### config.mk
export PLATFORM = sky130hd
export DESIGN_NAME = if_stage
export DESIGN_NICKNAME = d
export VERILOG_FILES = /design/src/rtl/riscv_pkg.sv /design/src/rtl/if_fifo.sv /design/src/rtl/if_stage.sv
export SDC_FILE = /design/constraint.sdc
export NUM_CORES = 1
export LEC_CHECK = 0
export CORE_MARGIN = 2
export CORE_UTILIZATION = 50
export CTS_BUF_LIST = sky130_fd_sc_hd__clkbuf_8 sky130_fd_sc_hd__clkbuf_16
export DETAILED_ROUTE_END_ITERATION = 16
export PLACE_DENSITY = 0.82
export RECOVER_POWER = 25
export SETUP_SLACK_MARGIN = 0.02
export SLEW_MARGIN = 40
export SYNTH_ARGS = -nofsm -noshare
export SYNTH_HDL_FRONTEND = slang
export SYNTH_HIERARCHICAL = 1
export SYNTH_SLANG_ARGS = --single-unit
### constraint.sdc
create_clock -name clk -period 7.2 [get_ports clk]
set_input_delay 1.08 -clock clk [delete_from_list [all_inputs] [get_ports clk]]
set_output_delay 1.08 -clock clk [all_outputs]
set_load 0.02 [all_outputs]
### src/rtl/riscv_pkg.sv
// Shared RISC-V front-end definitions: widths, reset PC, instruction field
// positions and the fetch FSM state encoding.
package riscv_pkg;

  localparam int XLEN = 32;
  localparam logic [XLEN-1:0] RESET_PC = 32'h0000_0000;

  localparam int OPCODE_LSB = 0;
  localparam int RD_LSB     = 7;
  localparam int FUNCT3_LSB = 12;
  localparam int RS1_LSB    = 15;
  localparam int RS2_LSB    = 20;
  localparam int FUNCT7_LSB = 25;

  typedef enum logic [1:0] {
    IDLE  = 2'd0,
    REQ   = 2'd1,
    WAIT  = 2'd2,
    DRAIN = 2'd3
  } fetch_state_e;

endpackage

### src/rtl/if_fifo.sv
// Synchronous FIFO holding {pc, instruction} pairs between fetch and decode.
// Head data reads as zero while empty so downstream fields are quiet.
module if_fifo #(
  parameter int DEPTH = 2,
  parameter int WIDTH = 64
) (
  input  logic                       clk,
  input  logic                       rst_n,
  input  logic                       push,
  input  logic [WIDTH-1:0]           wdata,
  input  logic                       pop,
  input  logic                       flush,
  output logic [WIDTH-1:0]           rdata,
  output logic                       full,
  output logic                       empty,
  output logic [$clog2(DEPTH):0]     count
);

  localparam int PTR_W = $clog2(DEPTH);
  localparam int CNT_W = PTR_W + 1;
  localparam logic [PTR_W-1:0] PTR_ONE = PTR_W'(1);
  localparam logic [CNT_W-1:0] CNT_ONE = CNT_W'(1);

  logic [WIDTH-1:0] mem [DEPTH];
  logic [PTR_W-1:0] wr_ptr, rd_ptr;
  logic             do_push, do_pop;

  assign full    = (count == CNT_W'(DEPTH));
  assign empty   = (count == '0);
  assign do_push = push && !full && !flush;
  assign do_pop  = pop && !empty && !flush;
  assign rdata   = empty ? '0 : mem[rd_ptr];

  // NOTE: sequential state uses non-blocking (<=) so every flop samples
  // pre-edge values regardless of block ordering.
  always_ff @(posedge clk or negedge rst_n) begin
    if (!rst_n) begin
      wr_ptr <= '0;
      rd_ptr <= '0;
      count  <= '0;
    end else if (flush) begin
      wr_ptr <= '0;
      rd_ptr <= '0;
      count  <= '0;
    end else begin
      if (do_push) wr_ptr <= wr_ptr + PTR_ONE;
      if (do_pop)  rd_ptr <= rd_ptr + PTR_ONE;
      case ({do_push, do_pop})
        2'b10:   count <= count + CNT_ONE;
        2'b01:   count <= count - CNT_ONE;
        default: count <= count;
      endcase
    end
  end

  // NOTE: storage has no reset; validity comes from count, so clearing the
  // array would only cost reset fan-out.
  always_ff @(posedge clk) begin
    if (do_push) mem[wr_ptr] <= wdata;
  end

  a_no_push_when_full: assert property (@(posedge clk) disable iff (!rst_n)
    !(push && full && !flush));

endmodule

### src/rtl/if_stage.sv
// Instruction fetch stage: PC, single-outstanding imem request FSM with
// redirect/drain, and a small FIFO presenting pre-sliced fields to decode.
module if_stage
  import riscv_pkg::*;
#(
  parameter int                    XLEN     = riscv_pkg::XLEN,
  parameter logic [XLEN-1:0]       RESET_PC = riscv_pkg::RESET_PC,
  parameter int                    DEPTH    = 2
) (
  input  logic            clk,
  input  logic            rst_n,
  output logic            imem_req_valid,
  input  logic            imem_req_ready,
  output logic [XLEN-1:0] imem_req_addr,
  input  logic            imem_rsp_valid,
  input  logic [XLEN-1:0] imem_rsp_data,
  input  logic            redirect_valid,
  input  logic [XLEN-1:0] redirect_pc,
  output logic            inst_valid,
  input  logic            inst_ready,
  output logic [XLEN-1:0] inst_pc,
  output logic [XLEN-1:0] inst,
  output logic [6:0]      opcode,
  output logic [4:0]      rd,
  output logic [2:0]      funct3,
  output logic [4:0]      rs1,
  output logic [4:0]      rs2,
  output logic [6:0]      funct7
);

  localparam int CNT_W = $clog2(DEPTH) + 1;

  fetch_state_e      state, state_n;
  logic [XLEN-1:0]   pc, pc_n, req_pc, req_pc_n;
  logic [XLEN-1:0]   redirect_tgt;
  logic              req_fire, push, pop;
  logic              fifo_full, fifo_empty;
  logic [CNT_W-1:0]  fifo_count;
  logic [2*XLEN-1:0] head;

  assign redirect_tgt   = {redirect_pc[XLEN-1:2], 2'b00};
  // A request is only issued when a slot is free for its response.
  assign imem_req_valid = (state == REQ) && !fifo_full;
  assign imem_req_addr  = pc;
  assign req_fire       = imem_req_valid && imem_req_ready;
  assign push           = (state == WAIT) && imem_rsp_valid && !redirect_valid;
  assign pop            = inst_valid && inst_ready;

  // NOTE: every always_comb output gets a default first, so no path can
  // leave a value unassigned and infer a latch.
  always_comb begin
    state_n  = state;
    pc_n     = pc;
    req_pc_n = req_pc;
    if (redirect_valid) pc_n = redirect_tgt;
    case (state)
      IDLE: state_n = REQ;
      REQ: begin
        if (redirect_valid) begin
          state_n = req_fire ? DRAIN : REQ;
        end else if (req_fire) begin
          req_pc_n = pc;
          pc_n     = pc + XLEN'(4);
          state_n  = WAIT;
        end
      end
      WAIT: begin
        if (redirect_valid)      state_n = imem_rsp_valid ? REQ : DRAIN;
        else if (imem_rsp_valid) state_n = REQ;
      end
      DRAIN: begin
        if (!redirect_valid && imem_rsp_valid) state_n = REQ;
      end
      default: state_n = IDLE;
    endcase
  end

  always_ff @(posedge clk or negedge rst_n) begin
    if (!rst_n) begin
      state  <= IDLE;
      pc     <= RESET_PC;
      req_pc <= RESET_PC;
    end else begin
      state  <= state_n;
      pc     <= pc_n;
      req_pc <= req_pc_n;
    end
  end

  if_fifo #(
    .DEPTH (DEPTH),
    .WIDTH (2*XLEN)
  ) u_fifo (
    .clk   (clk),
    .rst_n (rst_n),
    .push  (push),
    .wdata ({req_pc, imem_rsp_data}),
    .pop   (pop),
    .flush (redirect_valid),
    .rdata (head),
    .full  (fifo_full),
    .empty (fifo_empty),
    .count (fifo_count)
  );

  assign inst_valid = !fifo_empty;
  assign inst_pc    = head[2*XLEN-1:XLEN];
  assign inst       = head[XLEN-1:0];
  assign opcode     = inst[OPCODE_LSB +: 7];
  assign rd         = inst[RD_LSB     +: 5];
  assign funct3     = inst[FUNCT3_LSB +: 3];
  assign rs1        = inst[RS1_LSB    +: 5];
  assign rs2        = inst[RS2_LSB    +: 5];
  assign funct7     = inst[FUNCT7_LSB +: 7];

  a_count_in_range: assert property (@(posedge clk) disable iff (!rst_n)
    fifo_count <= CNT_W'(DEPTH));

endmodule

==> flow_summary.yaml <==
status:
  status: "finished with violations"
  violations: "max-capacitance violations, max-slew violations"
synth:
  synth_top_area_share_pct: 44.3
  async_flop_share_pct: 35.4
  yosys-top-cells-area: "edfxtp_1 44%, dfrtp_1 20%, mux2i_1 7.6%"
  ys_seq_area_share_pct: 64.4
  ys_seq_elements: 198
  synthDistinctLibCells: 53
  syn_inst: 660
  syn_area_um2: 8680
  ys_warn_count: 6
  syn_nets: 734
  synth_ff_type: "edfxtp_1"
  synth_edf_count: 128
  syn_area_per_cell_um2: 13.2
  synth_top_cell_by_area: "edfxtp_1"
critical_path:
  slowest_stage: "clkbuf_1"
  worstPathMaxFanout: 70
  worstSetupPathType: "in -> async"
  r2r_slack_ns: 4.91
  cp_top_family: "buffers and inverters"
  path_cells: "clkbuf_1"
  crit_required_ns: 6.29
  reg2regPathDepth: 6
  r2r-start: "state[1]"
  max_stage_delay_ns: 2.67
  end_kind: "asynchronous set/reset pin"
  worstSetupStartpointType: "input port"
  cp_num_buf_inv: 1
  rr_endpoint: "imem_req_addr[25]"
  cp.arrival_ns: 3.81
finish:
  utilization_pct: 65.7
  nets: 893
  antenna_cells: 0
  final_layout_size_suffix_gt1_share_pct: 10.3
  most-common-layout-cells: "195 x clkdlybuf4s50_1, 128 x edfxtp_1, 79 x nor2_1"
  n_fill_cell: 1281
  mostFrequentLayoutCell: "clkdlybuf4s50_1"
  areaGrowthSynthToFinish_pct: 29.5
min_path:
  hold_path_depth: 0
  worstHoldEndpoint: "u_fifo/mem[1][32]"
  hp-start: "req_pc[0]"
  hold_class: "reg -> reg"
grt:
  grtUsageTotal_pct: 21.7
  grt_pass1_wl_um: 30400
  overflow: 0
  grt_max_degree: 86
  antenna_found_initial: 1
  grt_pass1_vias: 5727
placed_design:
  hpwl_um: 12900
  portBuffers: 197
  place.gp.congestion: 0.845
sta:
  period_share_pct: 65.5
  period_needed_ns: 4.72
  slew-limit-headroom_pct: -159
  hold_viol: 0
  setup_tns_ns: 0
  worst_slew_pin_slew_ns: 3.88
  final-setup-viol-count: 0
  skew_ns: 0.00909
  grt_setup_unrepaired: "no"
  finalMaxSlewViolations: 71
  timing.fmax_mhz: 212
detailed_routing:
  dr.pass1.iters: 5
  wire_per_inst_um: 18.3
  viasPerCell: 5.60
  num_vias: 5917
  ant_nets: 0
  wirelength_um: 19400
  drc: 0
  drtIter0Drc: 327
clocking:
  htreeDepth: 4
  cts_hold_buf: 0
  clk_latency_ns: 0.43
  clock-sinks: 198
  clkTransAtPathRegs_ns: 0.07
  root_buffer: "clkbuf_16"
  cts_buffer_depth: 2
  cts_setup_buffers: 0
  cts_tree: "built"
  cts_buffers: 17
  cts_resized: 0
power:
  p_switching_mw: 0.755
  pwr-share-comb_pct: 16.1
  power.density_nw_per_um2: 258
  p_seq_share_pct: 51.3
  clock_power_share_pct: 32.6
  leakage_nw: 3.87
  switching_share_pct: 26.1
  ir_worst_vdd_mv: 0.166
  p_int_mw: 2.14
floorplanning:
  die_w_um: 136
  die_area_um2: 18400
  ioPinCount: 200
  die_y_um: 136
  start_util_pct: 50.7
  num_rows: 48
  core_area_um2: 17100
job:
  max-cap-violations: 1
==> Yosys cell counts, types with 2 or more instances <==
| library cell | count |
|---|---|
| edfxtp_1 | 128 |
| a311oi_1 | 3 |
| ha_1 | 4 |
| mux2_2 | 33 |
| xor2_1 | 4 |
| nor4_1 | 6 |
| o31ai_1 | 8 |
| nor2_1 | 82 |
| a311o_1 | 3 |
| nand2_1 | 30 |
| or3_1 | 2 |
| o211ai_1 | 8 |
| nand4_1 | 14 |
| or4_1 | 8 |
| and3_1 | 2 |
| dfrtp_1 | 70 |
| and2_1 | 4 |
| clkbuf_1 | 13 |
| mux2i_1 | 66 |
| inv_1 | 13 |
| nor2b_1 | 11 |
| and4_1 | 5 |
| a22oi_1 | 7 |
| o21ai_0 | 13 |
| buf_4 | 37 |
| a21oi_1 | 5 |
| nor3_1 | 7 |
| nand4_2 | 2 |
| nand3_1 | 28 |
| nand3b_1 | 2 |
| xnor2_1 | 6 |
| buf_2 | 15 |
==> cell families (layout without fill, tap and decap cells) <==
kind of cell | after synthesis | count (layout) | share of synthesized area, %
AOI/OAI and AO/OA | 57 | 57 | 4.64
xor gates and xnor gates | 10 | 10 | 1.01
adders and majority gates | 4 | 4 | 0.576
buffers and inverters | 80 | 252 | 5.27
DFF | 198 | 198 | 64.4
muxes | 99 | 99 | 11.9
and+or+nand+nor | 212 | 212 | 12.2
==> power by group through the flow <==
stage                     logic [mW]  registers (mW)  clock network [mW]
after global placement         0.444            1.49                   0
after detailed placement       0.467            1.51                   0
after floorplan                0.266            1.50                   0
after CTS                      0.469            1.49               0.967
after global routing           0.505            1.51                1.01
final                          0.465            1.49               0.945
==> flip-flops by register name, indices dropped and copies added, names as in the netlist <==
name,flops
u_fifo/mem,128
imem_req_addr,32
req_pc,32
u_fifo/count,2
u_fifo/rd_ptr,1
state,2
u_fifo/wr_ptr,1
==> metrics by stage <==
step / instances / setup WS [ns] / hold WS (ns) / total power, mW / cell area (um2)
after floorplan: 660 / 0.0556 / 0.438 / 1.76 / 8680
after global placement: 1023 / 3.68 / 0.446 / 1.94 / 10600
after detailed placement: 1024 / 3.66 / 0.453 / 1.98 / 10600
after CTS: 1056 / 3.18 / 0.474 / 2.92 / 11200
after global routing: 1057 / 1.61 / 0.489 / 3.02 / 11200
final: 1057 / 2.48 / 0.471 / 2.90 / 11200
==> metal layers <==
metal | up-vias | global-route usage, % | share of wire (%)
met4 | 2 | 7.35 | 1.6
met1 | 2881 | 27.8 | 40
met2 | 275 | 35.2 | 50
met5 | - | 0 | 0.067
li1 | 2725 | - | -
met3 | 34 | 6.96 | 8.7
==> final cells by class <==
| cell class | instances | area (um2) | share of cell area [%] |
|---|---|---|---|
| Timing Repair Buffer | 206 | 2060 | 18.3 |
| Sequential cell | 198 | 5600 | 49.8 |
| Tap cell | 225 | 282 | 2.50 |
| Multi-Input combinational cell | 382 | 2660 | 23.6 |
| Inverter | 14 | 52.6 | 0.467 |
| Clock inverter | 15 | 169 | 1.50 |
| Clock buffer | 17 | 425 | 3.78 |
==> worst max-delay path by stage <==
stage / from / to / slack, ns / cells after the start
5_1_grt: rst_n / u_fifo/rd_ptr / 1.61 / 1
3_3_place_gp: u_fifo/rd_ptr / funct3[2] / 3.68 / 4
3_5_place_dp: u_fifo/rd_ptr / funct3[1] / 3.66 / 4
2_1_floorplan: redirect_valid / u_fifo/mem[1][0] / 0.06 / 6
6_report: rst_n / u_fifo/rd_ptr / 2.48 / 1
4_1_cts: u_fifo/rd_ptr / funct3[1] / 3.18 / 4
(Power assumes the default switching activity.)
